### src/rtl/seg7_pkg.sv
// Shared seven-segment definitions for the display encoder and the reader.
// Segment bit i drives segment i+1: bit0 is the top bar, bit6 the middle bar.
package seg7_pkg;

    localparam int DIGIT_W = 4;
    localparam logic [DIGIT_W-1:0] DIGIT_MAX = 4'd9;

    localparam logic [6:0] SEG_BLANK   = 7'h00;
    localparam logic [6:0] SEG_DIGIT_0 = 7'h3F;
    localparam logic [6:0] SEG_DIGIT_1 = 7'h06;
    localparam logic [6:0] SEG_DIGIT_2 = 7'h5B;
    localparam logic [6:0] SEG_DIGIT_3 = 7'h4F;
    localparam logic [6:0] SEG_DIGIT_4 = 7'h66;
    localparam logic [6:0] SEG_DIGIT_5 = 7'h6D;
    localparam logic [6:0] SEG_DIGIT_6 = 7'h7C;
    localparam logic [6:0] SEG_DIGIT_7 = 7'h07;
    localparam logic [6:0] SEG_DIGIT_8 = 7'h7F;
    localparam logic [6:0] SEG_DIGIT_9 = 7'h67;

    function automatic logic [DIGIT_W-1:0] next_digit(
        input logic [DIGIT_W-1:0] d
    );
        return (d >= DIGIT_MAX) ? '0 : d + 4'd1;
    endfunction

endpackage

### src/rtl/seg7_decode.sv
// Inverse of the seven-segment encoder table; anything else,
// blank included, decodes as invalid.
module seg7_decode
    import seg7_pkg::*;
(
    input  logic [6:0]         i_pattern,
    output logic [DIGIT_W-1:0] o_digit,
    output logic               o_valid
);

    always_comb begin
        o_digit = '0;
        o_valid = 1'b1;
        unique case (i_pattern)
            SEG_DIGIT_0: o_digit = 4'd0;
            SEG_DIGIT_1: o_digit = 4'd1;
            SEG_DIGIT_2: o_digit = 4'd2;
            SEG_DIGIT_3: o_digit = 4'd3;
            SEG_DIGIT_4: o_digit = 4'd4;
            SEG_DIGIT_5: o_digit = 4'd5;
            SEG_DIGIT_6: o_digit = 4'd6;
            SEG_DIGIT_7: o_digit = 4'd7;
            SEG_DIGIT_8: o_digit = 4'd8;
            SEG_DIGIT_9: o_digit = 4'd9;
            default:     o_valid = 1'b0;
        endcase
    end

endmodule

### src/rtl/seven_segment_reader.sv
// Recovers the digit shown on an external seven-segment bus, checks the
// +1 mod 10 sequence and measures the clk period between digit changes.
module seven_segment_reader
    import seg7_pkg::*;
#(
    parameter int STABLE_CYCLES = 4,
    parameter int PERIOD_W      = 24
) (
    input  logic                clk,
    input  logic                reset,
    input  logic [6:0]          seg_in,
    input  logic                clear_flags,
    output logic [6:0]          io_oeb,
    output logic [DIGIT_W-1:0]  digit,
    output logic                digit_strobe,
    output logic                digit_locked,
    output logic [PERIOD_W-1:0] period,
    output logic                period_valid,
    output logic                bad_pattern,
    output logic                seq_error
);

    localparam logic [0:0] UNLOCKED = 1'b0;
    localparam logic [0:0] LOCKED   = 1'b1;

    localparam logic [7:0] CNT_MAX = 8'(STABLE_CYCLES - 1);
    localparam logic [PERIOD_W-1:0] PCNT_MAX = '1;
    localparam logic [PERIOD_W-1:0] PCNT_ONE = PERIOD_W'(1);

    logic [6:0]          r_sync1;
    logic [6:0]          r_sync2;
    logic [6:0]          r_cand;
    logic [6:0]          r_acc;
    logic [7:0]          r_cnt;
    logic                r_fresh;
    logic [0:0]          r_state;
    logic [PERIOD_W-1:0] r_pcnt;
    logic [PERIOD_W-1:0] r_period;
    logic [DIGIT_W-1:0]  r_digit;
    logic                r_strobe;
    logic                r_pvalid;
    logic                r_bad;
    logic                r_seq;

    logic [DIGIT_W-1:0]  w_dec_digit;
    logic                w_dec_valid;
    logic                w_accept;
    logic                w_set_bad;
    logic                w_set_seq;

    seg7_decode u_decode (
        .i_pattern (r_cand),
        .o_digit   (w_dec_digit),
        .o_valid   (w_dec_valid)
    );

    // r_fresh forces one accept of whatever settles first after reset,
    // even if it equals the reset value of the accepted pattern.
    assign w_accept  = (r_cnt == CNT_MAX) &&
                       ((r_cand != r_acc) || r_fresh);
    assign w_set_bad = w_accept && !w_dec_valid;
    assign w_set_seq = w_accept && w_dec_valid &&
                       (r_state == LOCKED) &&
                       (w_dec_digit != next_digit(r_digit));

    always_ff @(posedge clk) begin
        if (reset) begin
            r_sync1 <= '0;
            r_sync2 <= '0;
            r_cand  <= '0;
            r_acc   <= '0;
            r_cnt   <= '0;
            r_fresh <= 1'b1;
        end else begin
            r_sync1 <= seg_in;
            r_sync2 <= r_sync1;
            if (r_sync2 != r_cand) begin
                r_cand <= r_sync2;
                r_cnt  <= '0;
            end else if (r_cnt != CNT_MAX) begin
                r_cnt <= r_cnt + 8'd1;
            end
            if (w_accept) begin
                r_acc   <= r_cand;
                r_fresh <= 1'b0;
            end
        end
    end

    always_ff @(posedge clk) begin
        if (reset) begin
            r_state  <= UNLOCKED;
            r_pcnt   <= '0;
            r_period <= '0;
            r_digit  <= '0;
            r_strobe <= 1'b0;
            r_pvalid <= 1'b0;
        end else begin
            r_strobe <= 1'b0;
            r_pvalid <= 1'b0;
            if (r_pcnt != PCNT_MAX) begin
                r_pcnt <= r_pcnt + PCNT_ONE;
            end
            if (w_accept && w_dec_valid) begin
                r_digit  <= w_dec_digit;
                r_strobe <= 1'b1;
                r_pcnt   <= PCNT_ONE;
                r_state  <= LOCKED;
                if (r_state == LOCKED) begin
                    r_period <= r_pcnt;
                    r_pvalid <= 1'b1;
                end
            end else if (w_accept) begin
                r_state <= UNLOCKED;
            end
        end
    end

    // A set event in the same cycle as clear_flags wins.
    always_ff @(posedge clk) begin
        if (reset) begin
            r_bad <= 1'b0;
            r_seq <= 1'b0;
        end else begin
            r_bad <= w_set_bad | (r_bad & ~clear_flags);
            r_seq <= w_set_seq | (r_seq & ~clear_flags);
        end
    end

    assign io_oeb       = 7'h7F;
    assign digit        = r_digit;
    assign digit_strobe = r_strobe;
    assign digit_locked = (r_state == LOCKED);
    assign period       = r_period;
    assign period_valid = r_pvalid;
    assign bad_pattern  = r_bad;
    assign seq_error    = r_seq;

endmodule

### config.mk
export PLATFORM = sky130hd
export DESIGN_NAME = seven_segment_reader
export DESIGN_NICKNAME = d
export VERILOG_FILES = /design/src/rtl/seg7_pkg.sv /design/src/rtl/seg7_decode.sv /design/src/rtl/seven_segment_reader.sv
export SDC_FILE = /design/constraint.sdc
export NUM_CORES = 1
export LEC_CHECK = 0
export CAP_MARGIN = 5
export CORE_MARGIN = 2
export CORE_UTILIZATION = 50
export DETAILED_ROUTE_END_ITERATION = 10
export PLACE_DENSITY = 0.7
export SLEW_MARGIN = 10
export SYNTH_ARGS = -nofsm -noshare
export SYNTH_HDL_FRONTEND = slang
export SYNTH_HIERARCHICAL = 1
export SYNTH_SLANG_ARGS = --single-unit
### constraint.sdc
create_clock -name clk -period 2.82 [get_ports clk]
set_input_delay 0.564 -clock clk [delete_from_list [all_inputs] [get_ports clk]]
set_output_delay 0.564 -clock clk [all_outputs]
set_load 0.01 [all_outputs]
==> summary.md <==
| Metric | Value |
|---|---|
| Status | finished, final reports clean |
| Die outline area | between 9000 and 10,000 um2 |
| Iter 0 DRT Violations | about 120 |
| GP Congestion | approximately 0.83 |
| Post-synthesis sequential area ratio | between 40% and 50% |
| WP data required | slightly above 3 ns |
| Final Max Slew Viols | 0 |
| Slew @ Worst Pin | 0.6648 ns |
| Yosys warns | 6 |
| Slew margin rel. | 55.68% |
| First-pass GRT wire length | ~14,000 um |
| Port bufs | 42 |
| Die W | a little under 100 um |
| GR Util All Layers | around a fifth |
| Peak VDD IR | roughly 0.33 mV |
| CTS tree | built |
| Num Clock Sinks | between 90 and 100 |
| Reg clk slew, reported paths | ~0.09 ns |
| R2R Setup Slk | about 0.25 ns |
| Post-DP HPWL | between 5000 and 6000 um |
| Core Area | 8217 um2 |
| PwrDens | ~460 nW/um2 |
| Worst path arrival time | 2.82 ns |
| Initial antenna violation count | 0 |
| HP Class | register to register |
| Avg Synthesized Cell Area | 9.394 um2 |
| Clk_lat worst skew | roughly 0.34 ns |
| Final core occ | between 50 and 60% |
| Crit Path Class | register to register |
| R2r endpoint | r_pcnt[8]$_SDFFE_PP0P_ |
| CTS root buffer | clkbuf_8 |
| Number of global-route vias before repair | ~2,900 |
| Row cnt | 33 |
| Synth Flop Type | dfxtp_1 |
| Residual DRC count | 0 |
| Gr ovfl total | 0 |
| Post-Route Hold Slack | between 0.4 and 0.5 ns |
| Ys async rst share | 0% |
| Fmax | 0.3884 GHz |
| Leakage | approximately 0.0021 uW |
| Max-cap violation count | 0 |
| Unrepaired setup endpoints after global routing | no |
| Initial Util | just over 50% |
| Placed instance count | 588 |
| Pre-Repair DR Iteration Count | 4 |
| Unique masters post-synth | 56 |
| Fin. Hold Viols | 0 |
| Hold depth | 1 |
| Antenna Violating Nets Remaining | 0 |
| CTS HTree Levels | 3 |
| Via/cell ratio | between 5 and 6 |
| Postcts setup bufs | 0 |
| Largest net degree at the start of global routing | 38 |
| EDFF count, synth | 0 |
| Post-route clock period utilization | 91.30% |
| Worst Setup Start Kind | register |
| Reg2reg path depth | 8 |
| P&R area growth vs syn | 15.08% |
| Cts repair resizes | 0 |
| Hold path start | r_sync1[6]$_SDFF_PP0_ |
| Most frequent cells in the layout | dfxtp_1 (94), nor2_1 (55), clkdlybuf4s50_1 (41) |
| Skew final | 0.01282 ns |
| Routed len/inst | between 10 and 15 um |
| Final min period | around 2.6 ns |
| Seq cells post-synth | 94 |
| CP endpoint kind | register |
| Post-route insts no fill | just over 600 |
| Vias | roughly 3,100 |
| WHS Endpoint | r_sync2[6]$_SDFF_PP0_ |
| DRT Wirelength | 8078 um |
| Mapped Area | roughly 4300 um2 |
| # setup viols final | 0 |
| CP Max Fanout | 23 |
| Most common cell after layout, fill and taps aside | dfxtp_1 |
| Die Height | a little under 100 um |
| Worst flop-to-flop path startpoint | r_cand[0]$_SDFFE_PP0P_ |
| Post-CTS Hold Buffers | 0 |
| Share of cells above drive strength 1 | between 8 and 9% |
| CTS buffer count | 9 |
| Total Neg Setup Slack | 0 ns |
| Layout Nets | slightly above 500 |
| Post-Synthesis Cells | between 400 and 500 |
| Clock buffer depth | 2 |
| I/O pin count | 50 |
| Antenna diode count | 0 |
-- logic make-up (layout without fill, tap and decap cells) --
logic type                 after synthesis  after routing  share of synthesized area [%]
AOI/OAI and AO/OA                       61             61                          9.850
other                                    1              7                        0.08812
muxes                                   32             32                          7.527
adders and majority gates                5              5                          1.470
and+or+nand+nor                        183            183                          23.38
buffers and inverters                   36             76                          5.028
DFF                                     94             94                          44.22
xor gates and xnor gates                41             41                          8.439
-- worst max path at each step --
stage                      startpoint  cells past startpoint  slack, ns                       to
2_1_floorplan  r_cand[5]$_SDFFE_PP0P_                     11       0.47  r_pcnt[11]$_SDFFE_PP0P_
3_3_place_gp   r_cand[0]$_SDFFE_PP0P_                      8       0.32   r_pcnt[8]$_SDFFE_PP0P_
3_5_place_dp   r_cand[0]$_SDFFE_PP0P_                      8       0.25   r_pcnt[8]$_SDFFE_PP0P_
4_1_cts        r_cand[0]$_SDFFE_PP0P_                      8       0.23   r_pcnt[8]$_SDFFE_PP0P_
5_1_grt        r_cand[0]$_SDFFE_PP0P_                      8       0.08   r_pcnt[8]$_SDFFE_PP0P_
6_report       r_cand[0]$_SDFFE_PP0P_                      8       0.25   r_pcnt[8]$_SDFFE_PP0P_
-- state kept, by name (all words and copies together), names as in the netlist --
register	count
digit	4
digit_strobe	1
r_acc	7
r_sync1	7
r_pcnt	24
r_sync2	7
r_cand	7
digit_locked	1
seq_error	1
bad_pattern	1
r_cnt	8
period	24
period_valid	1
r_fresh	1
-- worst max-delay path, cell delays in order, from the launching register on --
cell and delay, ns:
dfxtp_1 0.51, or3b_1 0.40, a2111oi_2 0.36, a211o_1 0.17, a211o_2 0.13, inv_1 0.06
a211o_1 0.36, nand2b_4 0.30, o21ba_1 0.19
-- cells in the mapped netlist, drive strengths merged, types with 6 or more instances --
master | n | area (um2)
clkbuf | 7 | 26.28
xnor2 | 16 | 140.1
a211oi | 9 | 77.57
o21ai | 8 | 40.04
nand3 | 21 | 105.1
dfxtp | 94 | 1882
nor2 | 58 | 225.2
nor4 | 8 | 80.08
nor2b | 23 | 143.9
inv | 9 | 33.78
xor2 | 25 | 219.0
a21oi | 22 | 110.1
nand2 | 27 | 103.9
or3 | 6 | 37.54
mux2i | 32 | 320.3
nand4 | 8 | 71.32
nor3 | 6 | 30.03
buf | 20 | 153.9
-- final cells by class --
class	count	area (um2)
Fill cell	758	3319
Multi-Input combinational cell	329	2182
Sequential cell	94	1882
Timing Repair Buffer	51	483.0
Clock buffer	11	151.4
Tap cell	105	131.4
Clock inverter	5	33.78
Inverter	9	33.78
-- report_power, final --
group / switching, uW / internal, uW / total, uW
sequential: 19.8 / 1340 / 1360
clock: 452 / 368 / 820
combinational: 49.4 / 38.7 / 88.1
-- metal layers --
metal / global-route usage [%] / up-vias / share of wire, %
li1: - / 1636 / -
met1: 26.55 / 1458 / 52
met2: 27.26 / 49 / 44
met3: 4.855 / 6 / 3.7
met4: 6.190 / 0 / 1.1
met5: 0 / - / 0
-- through the flow --
step | power (uW) | area (um2) | setup WS [ns]
final | 2271 | 4897 | 0.2454
after global routing | 2367 | 4897 | 0.07805
after CTS | 2296 | 4897 | 0.2309
after detailed placement | 1483 | 4712 | 0.2498
after global placement | 1480 | 4712 | 0.3246
after floorplan | 1462 | 4278 | 0.4720
No activity file was read; power rests on OpenSTA's default activity.
